**src/rtl/elevator_call_panel.sv**
```systemverilog
// Button front end for the elevator controller: synchronizes and debounces the 8 raw
// buttons, latches presses as level requests and clears them when the floor is served.
// Optional build macro CAR_CANCEL_EN: re-pressing a latched car button cancels it.
module elevator_call_panel #(
    parameter int DEBOUNCE_CYCLES = 4,
    parameter int CNT_W           = 8
) (
    input  logic       clk,
    input  logic       reset,
    input  logic [3:0] btn_car,
    input  logic [3:0] btn_hall,
    input  logic [1:0] prox,
    input  logic       door_open,
    input  logic       door_closed,
    input  logic       firealarm,
    output logic [3:0] car_req,
    output logic [3:0] hall_req,
    output logic       any_pending
);

    localparam logic [CNT_W-1:0] DEB_LAST = CNT_W'(DEBOUNCE_CYCLES);

    // Bits 0..3 are car buttons, bits 4..7 hall buttons, both indexed by floor.
    logic [7:0] raw;
    logic [7:0] press;

    assign raw = {btn_hall, btn_car};

    genvar gi;
    generate
        for (gi = 0; gi < 8; gi++) begin : g_btn
            logic             sync1_q;
            logic             sync2_q;
            logic             st_q;
            logic             st_d;
            logic             st_prev_q;
            logic [CNT_W-1:0] cnt_q;
            logic [CNT_W-1:0] cnt_d;

            always_comb begin
                st_d  = st_q;
                cnt_d = '0;
                if (sync2_q != st_q) begin
                    if (cnt_q + CNT_W'(1) == DEB_LAST) begin
                        st_d = sync2_q;
                    end else begin
                        cnt_d = cnt_q + CNT_W'(1);
                    end
                end
            end

            always_ff @(posedge clk or negedge reset) begin
                if (!reset) begin
                    sync1_q   <= 1'b0;
                    sync2_q   <= 1'b0;
                    st_q      <= 1'b0;
                    st_prev_q <= 1'b0;
                    cnt_q     <= '0;
                end else begin
                    sync1_q   <= raw[gi];
                    sync2_q   <= sync1_q;
                    st_q      <= st_d;
                    st_prev_q <= st_q;
                    cnt_q     <= cnt_d;
                end
            end

            // Only the rising edge of the debounced level is a press; releases are ignored.
            assign press[gi] = st_q & ~st_prev_q;
        end
    endgenerate

    logic [3:0] serve;
    logic [3:0] car_req_q;
    logic [3:0] car_req_d;
    logic [3:0] hall_req_q;
    logic [3:0] hall_req_d;
    logic       any_pending_q;

    always_comb begin
        serve      = '0;
        car_req_d  = car_req_q;
        hall_req_d = hall_req_q;
        for (int k = 0; k < 4; k++) begin
            serve[k] = door_open & ~door_closed & (prox == 2'(k));
            // Service clear outranks everything, so a press at a served floor is lost.
            if (serve[k]) begin
                car_req_d[k]  = 1'b0;
                hall_req_d[k] = 1'b0;
            end else begin
                if (press[k]) begin
`ifdef CAR_CANCEL_EN
                    car_req_d[k] = ~car_req_q[k];
`else
                    car_req_d[k] = 1'b1;
`endif
                end
                if (firealarm) begin
                    hall_req_d[k] = 1'b0;
                end else if (press[k+4]) begin
                    hall_req_d[k] = 1'b1;
                end
            end
        end
    end

    always_ff @(posedge clk or negedge reset) begin
        if (!reset) begin
            car_req_q     <= '0;
            hall_req_q    <= '0;
            any_pending_q <= 1'b0;
        end else begin
            car_req_q     <= car_req_d;
            hall_req_q    <= hall_req_d;
            any_pending_q <= |{car_req_d, hall_req_d};
        end
    end

    assign car_req     = car_req_q;
    assign hall_req    = hall_req_q;
    assign any_pending = any_pending_q;

endmodule

```
**config.mk**
```make
export PLATFORM = sky130hd
export DESIGN_NAME = elevator_call_panel
export DESIGN_NICKNAME = d
export VERILOG_FILES = /design/src/rtl/elevator_call_panel.sv
export SDC_FILE = /design/constraint.sdc
export NUM_CORES = 1
export LEC_CHECK = 0
export BUFFER_PORTS_ARGS = -buffer_cell sky130_fd_sc_hd__buf_2
export CORE_UTILIZATION = 40
export CTS_CLUSTER_SIZE = 14
export DETAILED_ROUTE_END_ITERATION = 10
export PLACE_DENSITY = 0.67
export SLEW_MARGIN = 15
export SYNTH_ARGS = -nofsm -noshare
export SYNTH_HDL_FRONTEND = slang
export SYNTH_SLANG_ARGS = --single-unit
```
**constraint.sdc**
```tcl
create_clock -name clk -period 2.7 [get_ports clk]
set_clock_uncertainty 0.05 [all_clocks]
set_input_delay 0.135 -clock clk [delete_from_list [all_inputs] [get_ports clk]]
set_output_delay 0.135 -clock clk [all_outputs]
set_load 0.02 [all_outputs]
```
* Word level (Yosys, flattened, before mapping) *
Index checks and enable logic that the tools add are counted.

cells by class
  shift operators = 0
  multiply operators = 0
  mux-type cells = 36
  eq/ne operators = 19
  $add $sub $neg = 8
  order comparisons = 0
  reductions and logical operators = 10
  div/mod/pow operators = 0
  bitwise operators = 22

operators by type and width
  kind                                                                    number
  8-bit two-way mux                                                       16
  8-bit by 1-bit adder with 8-bit output (second input constant)          8
  8-bit by 3-bit equality test with 1-bit output (second input constant)  8
  1-bit two-way mux                                                       20
  2-bit AND reduction                                                     8
  1-bit bitwise AND                                                       13
  1-bit NOT                                                               9
  1-bit inequality test                                                   8
  8-bit OR reduction                                                      1
  2-bit equality test (second input constant)                             2
  2-bit by 1-bit equality test with 1-bit output (second input constant)  1
  2-bit logical NOT                                                       1

storage, ports and cells
  ROM bits = 0
  memory bits (writable) = 0
  output and inout port bits = 9
  bits of input ports = 15
  bits in latches = 0
  memories = 0
  flip-flop bits (word level) = 105

* Depth between registers and ports, before layout *
  depth after elaboration = 6
  mapped depth = 7
  mapped depth without buffers = 6

* Least setup slack after synthesis *
No wires, ideal clock.

  path kind = reg-to-reg
  from = reg g_btn[7].cnt_q[0]
  to = reg g_btn[7].st_q
  slack = 0.669 ns
  cell stages (with the launch flop) = 7
  period minus slack after synthesis = 2.031 ns
  required time = 2.523 ns
  library setup time = 0.127 ns
  arrival time = 1.853 ns
  cell sequence = dfrtp_1 ha_1 nand3_1 xor2_1 nand2_1 or4_1 mux2_1

between the ends
  longest elaborated chain between the ends = 3

RTL lines
  element                                         RTL line  source
  from (decl)                                     37        logic [CNT_W-1:0] cnt_q;
  from (signal assigned)                          64        cnt_q <= cnt_d;
  8-bit by 1-bit adder with 8-bit output          44        if (cnt_q + CNT_W'(1) == DEB_LAST) begin
  8-bit by 3-bit equality test with 1-bit output  44
  2-bit AND reduction (no line)                   n/a
  to (signal assigned)                            62        st_q <= st_d;
  to (decl)                                       34        logic st_q;

No other way between the ends.
A chain may end at the register's enable or synchronous reset.

* Worst setup path after layout *
Ends and elaborated chain as after synthesis.

==> out/metrics.yaml <==
status:
  status: "complete, no violations"
logic_synthesis:
  syn_inst: 436
  syn_nets: 467
  synth_top_area_share_pct: 55.61
  syn_area_per_cell_um2: 10.84
  ys.flop_type: "dfrtp_1"
  ys_warn_count: 0
  synth_commonest_cells: "dfrtp_1 (105), nor2_1 (60), xnor2_1 (32)"
  synth_edf_count: 0
  yosys-top-cells-area: "dfrtp_1 (56%), xnor2_1 (5.9%), xor2_1 (5.0%), nor2_1 (4.8%), ha_1 (4.2%)"
  synth.most_common_cell: "dfrtp_1"
  synth-seq-cells: 105
  async_reset_ff_share_pct: 100.0
  yosysTopAreaCell: "dfrtp_1"
  ys_seq_area_share_pct: 55.61
  syn_area_um2: 4725
  yosysUniqueCellTypes: 41
detailed_routing:
  routed_wl_um: 7852
  top_layer_used: "met4"
  drc: 0
  vias_per_cell: 5.059
  num_vias: 3172
  wl_met1_um: 3703
  final_antenna_net_count: 0
  routed-wl-met2_um: 3695
  dr_wl_met3_um: 363
  wl_per_cell_um: 12.52
  drt_iter0_drc: 78
  firstDrtPassIters: 4
placement:
  place_congestion: 0.7888
  port_buffers: 23
  dp_slack_ns: 0.5382
  hpwl_um: 5463
  placedInstanceArea_um2: 5034
timing:
  fin_hold_ws_ns: 0.06446
  fin_crit_sh_pct: 80.38
  setup_slack_ns: 0.5298
  slew_headroom_pct: 53.40
  finalHoldViolCount: 0
  max_freq_mhz: 460.8
  final-max-slew-violation-count: 0
  tightestPinTransition_ns: 0.6990
  rsz0062_at_grt: "false"
  fin_tns_setup_ns: 0
  setup_violations: 0
  period_needed_ns: 2.170
floorplan:
  coreArea_um2: 11470
  die_w_um: 110.7
  design.die.area_um2: 12250
  die_h_um: 110.7
  core.rowCount: 39
  initial_core_util_pct: 41.20
  io_pins: 24
setup_path:
  path_cells: "ha_1 -> nand3_1 -> xor2_1 -> nand2_1 -> or4_1 -> mux2_1"
  r2r_cells: 6
  start_kind: "flip-flop"
  crit_arrival_ns: 2.36
  cp_data_required_time_ns: 2.89
  end_kind: "flip-flop"
  r2r-start: "g_btn[7].cnt_q[0]"
  cp_num_buf_inv: 0
  cp_max_fo: 7
  cpMaxStageDelayCell: "or4_1"
  critPathMaxStageDelay_ns: 0.52
  r2r_setup_slack_ns: 0.53
  r2r_end: "g_btn[7].st_q"
  critPathKind: "flip-flop to flip-flop"
  crit_family: "simple AND/OR/NAND/NOR gates"
global_route:
  grt.overflow.total: 0
  track_usage_pct: 13.85
  grt_pass1_wl_um: 13610
  grt_max_degree: 56
  grt_pass1_vias: 3036
  antenna_found_initial: 0
power_and_ir_drop:
  p_per_area_nw_per_um2: 816.1
  p_leak_uw: 0.002401
  max-vdd-ir-drop_uv: 481.2
  fin_total_pwr_uw: 4425
layout:
  area_growth_pct: 14.75
  num-nets-final: 510
  diodes: 0
  fin_area_um2: 5421
  drive_gt1_share_pct: 9.091
min_path:
  min_path_type: "input port to flip-flop"
  hold_depth: 3
  hp-start: "prox[1]"
  min_to: "car_req[1]"
run:
  max-cap-violations: 0
clocking:
  clk_latency_ns: 0.35
  cts_buffer_depth: 2
  numCtsBuffers: 9
  root_buffer: "clkbuf_16"
  cts_tree: "done"
  cts.sinks: 105
  cts_setup_buffers: 0
  clk_pin_slew_ns: 0.08
  htreeDepth: 3
[cells in the final DEF (no fill, tap or decap), types with 3 or more instances in the layout]
cell type | netlist | routed
nor3b_1 | 5 | 5
nand4_1 | 9 | 9
xor2_1 | 27 | 27
dfrtp_1 | 105 | 105
and2_1 | 3 | 3
nand3_1 | 30 | 30
nand2_1 | 24 | 24
nand2b_1 | 6 | 6
ha_1 | 16 | 16
and3_1 | 7 | 7
inv_1 | 15 | 15
nor2b_1 | 15 | 15
a32o_1 | 3 | 3
dlygate4sd3_1 | 0 | 10
mux2_1 | 7 | 7
nor3_1 | 12 | 12
or3_1 | 4 | 4
nor2_1 | 60 | 60
clkbuf_16 | 0 | 9
clkinvlp_4 | 0 | 3
a31oi_1 | 4 | 4
a41o_1 | 4 | 4
buf_2 | 0 | 22
o22ai_1 | 5 | 5
xnor2_1 | 32 | 32
a21oi_1 | 17 | 17
o21ai_0 | 5 | 5
[how the worst max path moves through the flow]
stage	from	to	slack [ns]	cells past startpoint
floorplan	g_btn[7].cnt_q[0]	g_btn[7].st_q	0.67	6
global placement	g_btn[7].cnt_q[0]	g_btn[7].st_q	0.61	6
detailed placement	g_btn[7].cnt_q[0]	g_btn[7].st_q	0.54	6
CTS	g_btn[7].cnt_q[0]	g_btn[7].st_q	0.53	6
global route	g_btn[7].cnt_q[0]	g_btn[7].st_q	0.38	6
finish	g_btn[7].cnt_q[0]	g_btn[7].st_q	0.53	6
[through the flow]
stage	utilization (%)	std cells
6_report	47.28	627
5_1_grt	47.28	627
4_1_cts	47.28	627
3_5_place_dp	43.90	601
3_3_place_gp	43.90	601
2_1_floorplan	-	436
[power by group]
part	switching (µW)	internal (µW)	leakage, µW
clock network	608	643	0.000132
registers	306	1880	0.00138
logic	566	421	0.000887
total	1480	2940	0.00240
[metal layers]
metal | track usage (%) | up-vias
li1 | - | 1584
met1 | 17.63 | 1535
met2 | 21.74 | 45
met3 | 4.975 | 8
met4 | 4.978 | 0
met5 | 0 | -
[area by class of cell]
class                   count  area [µm²]
fillers                  1045        6046
clock buffers               9       225.2
inverters                  15       56.30
repair buffers             34       237.7
well taps                 143       178.9
multi-input cells         314        2033
flip-flops and latches    105        2628
clock inverters             7       62.56
[kinds of logic (layout without fill, tap and decap cells)]
logic type	Yosys count	after routing	synth area share, %
fa+ha+maj	16	16	4.237
simple gates	184	184	19.36
xor+xnor	59	59	10.94
buf+inv	17	65	1.351
flops	105	105	55.61
compound gates	46	46	6.382
mux	9	9	2.119
[state kept, by name (all words and copies together) (netlist names)]
| signal | count |
|---|---|
| g_btn.st_q | 8 |
| car_req | 4 |
| g_btn.sync1_q | 8 |
| g_btn.cnt_q | 64 |
| hall_req | 4 |
| g_btn.sync2_q | 8 |
| g_btn.st_prev_q | 8 |
| any_pending | 1 |
[worst register-to-register path, stage by stage (launching register included)]
cell	delay (ns)
dfrtp_1	0.44
ha_1	0.30
nand3_1	0.12
xor2_1	0.20
nand2_1	0.11
or4_1	0.52
mux2_1	0.32
[what timing repair did]
item	CTS	global route
hold buffers	10	0
hold endpoints to repair	66	0
gates resized for setup	0	0
Power figures use the tool's default switching activity.
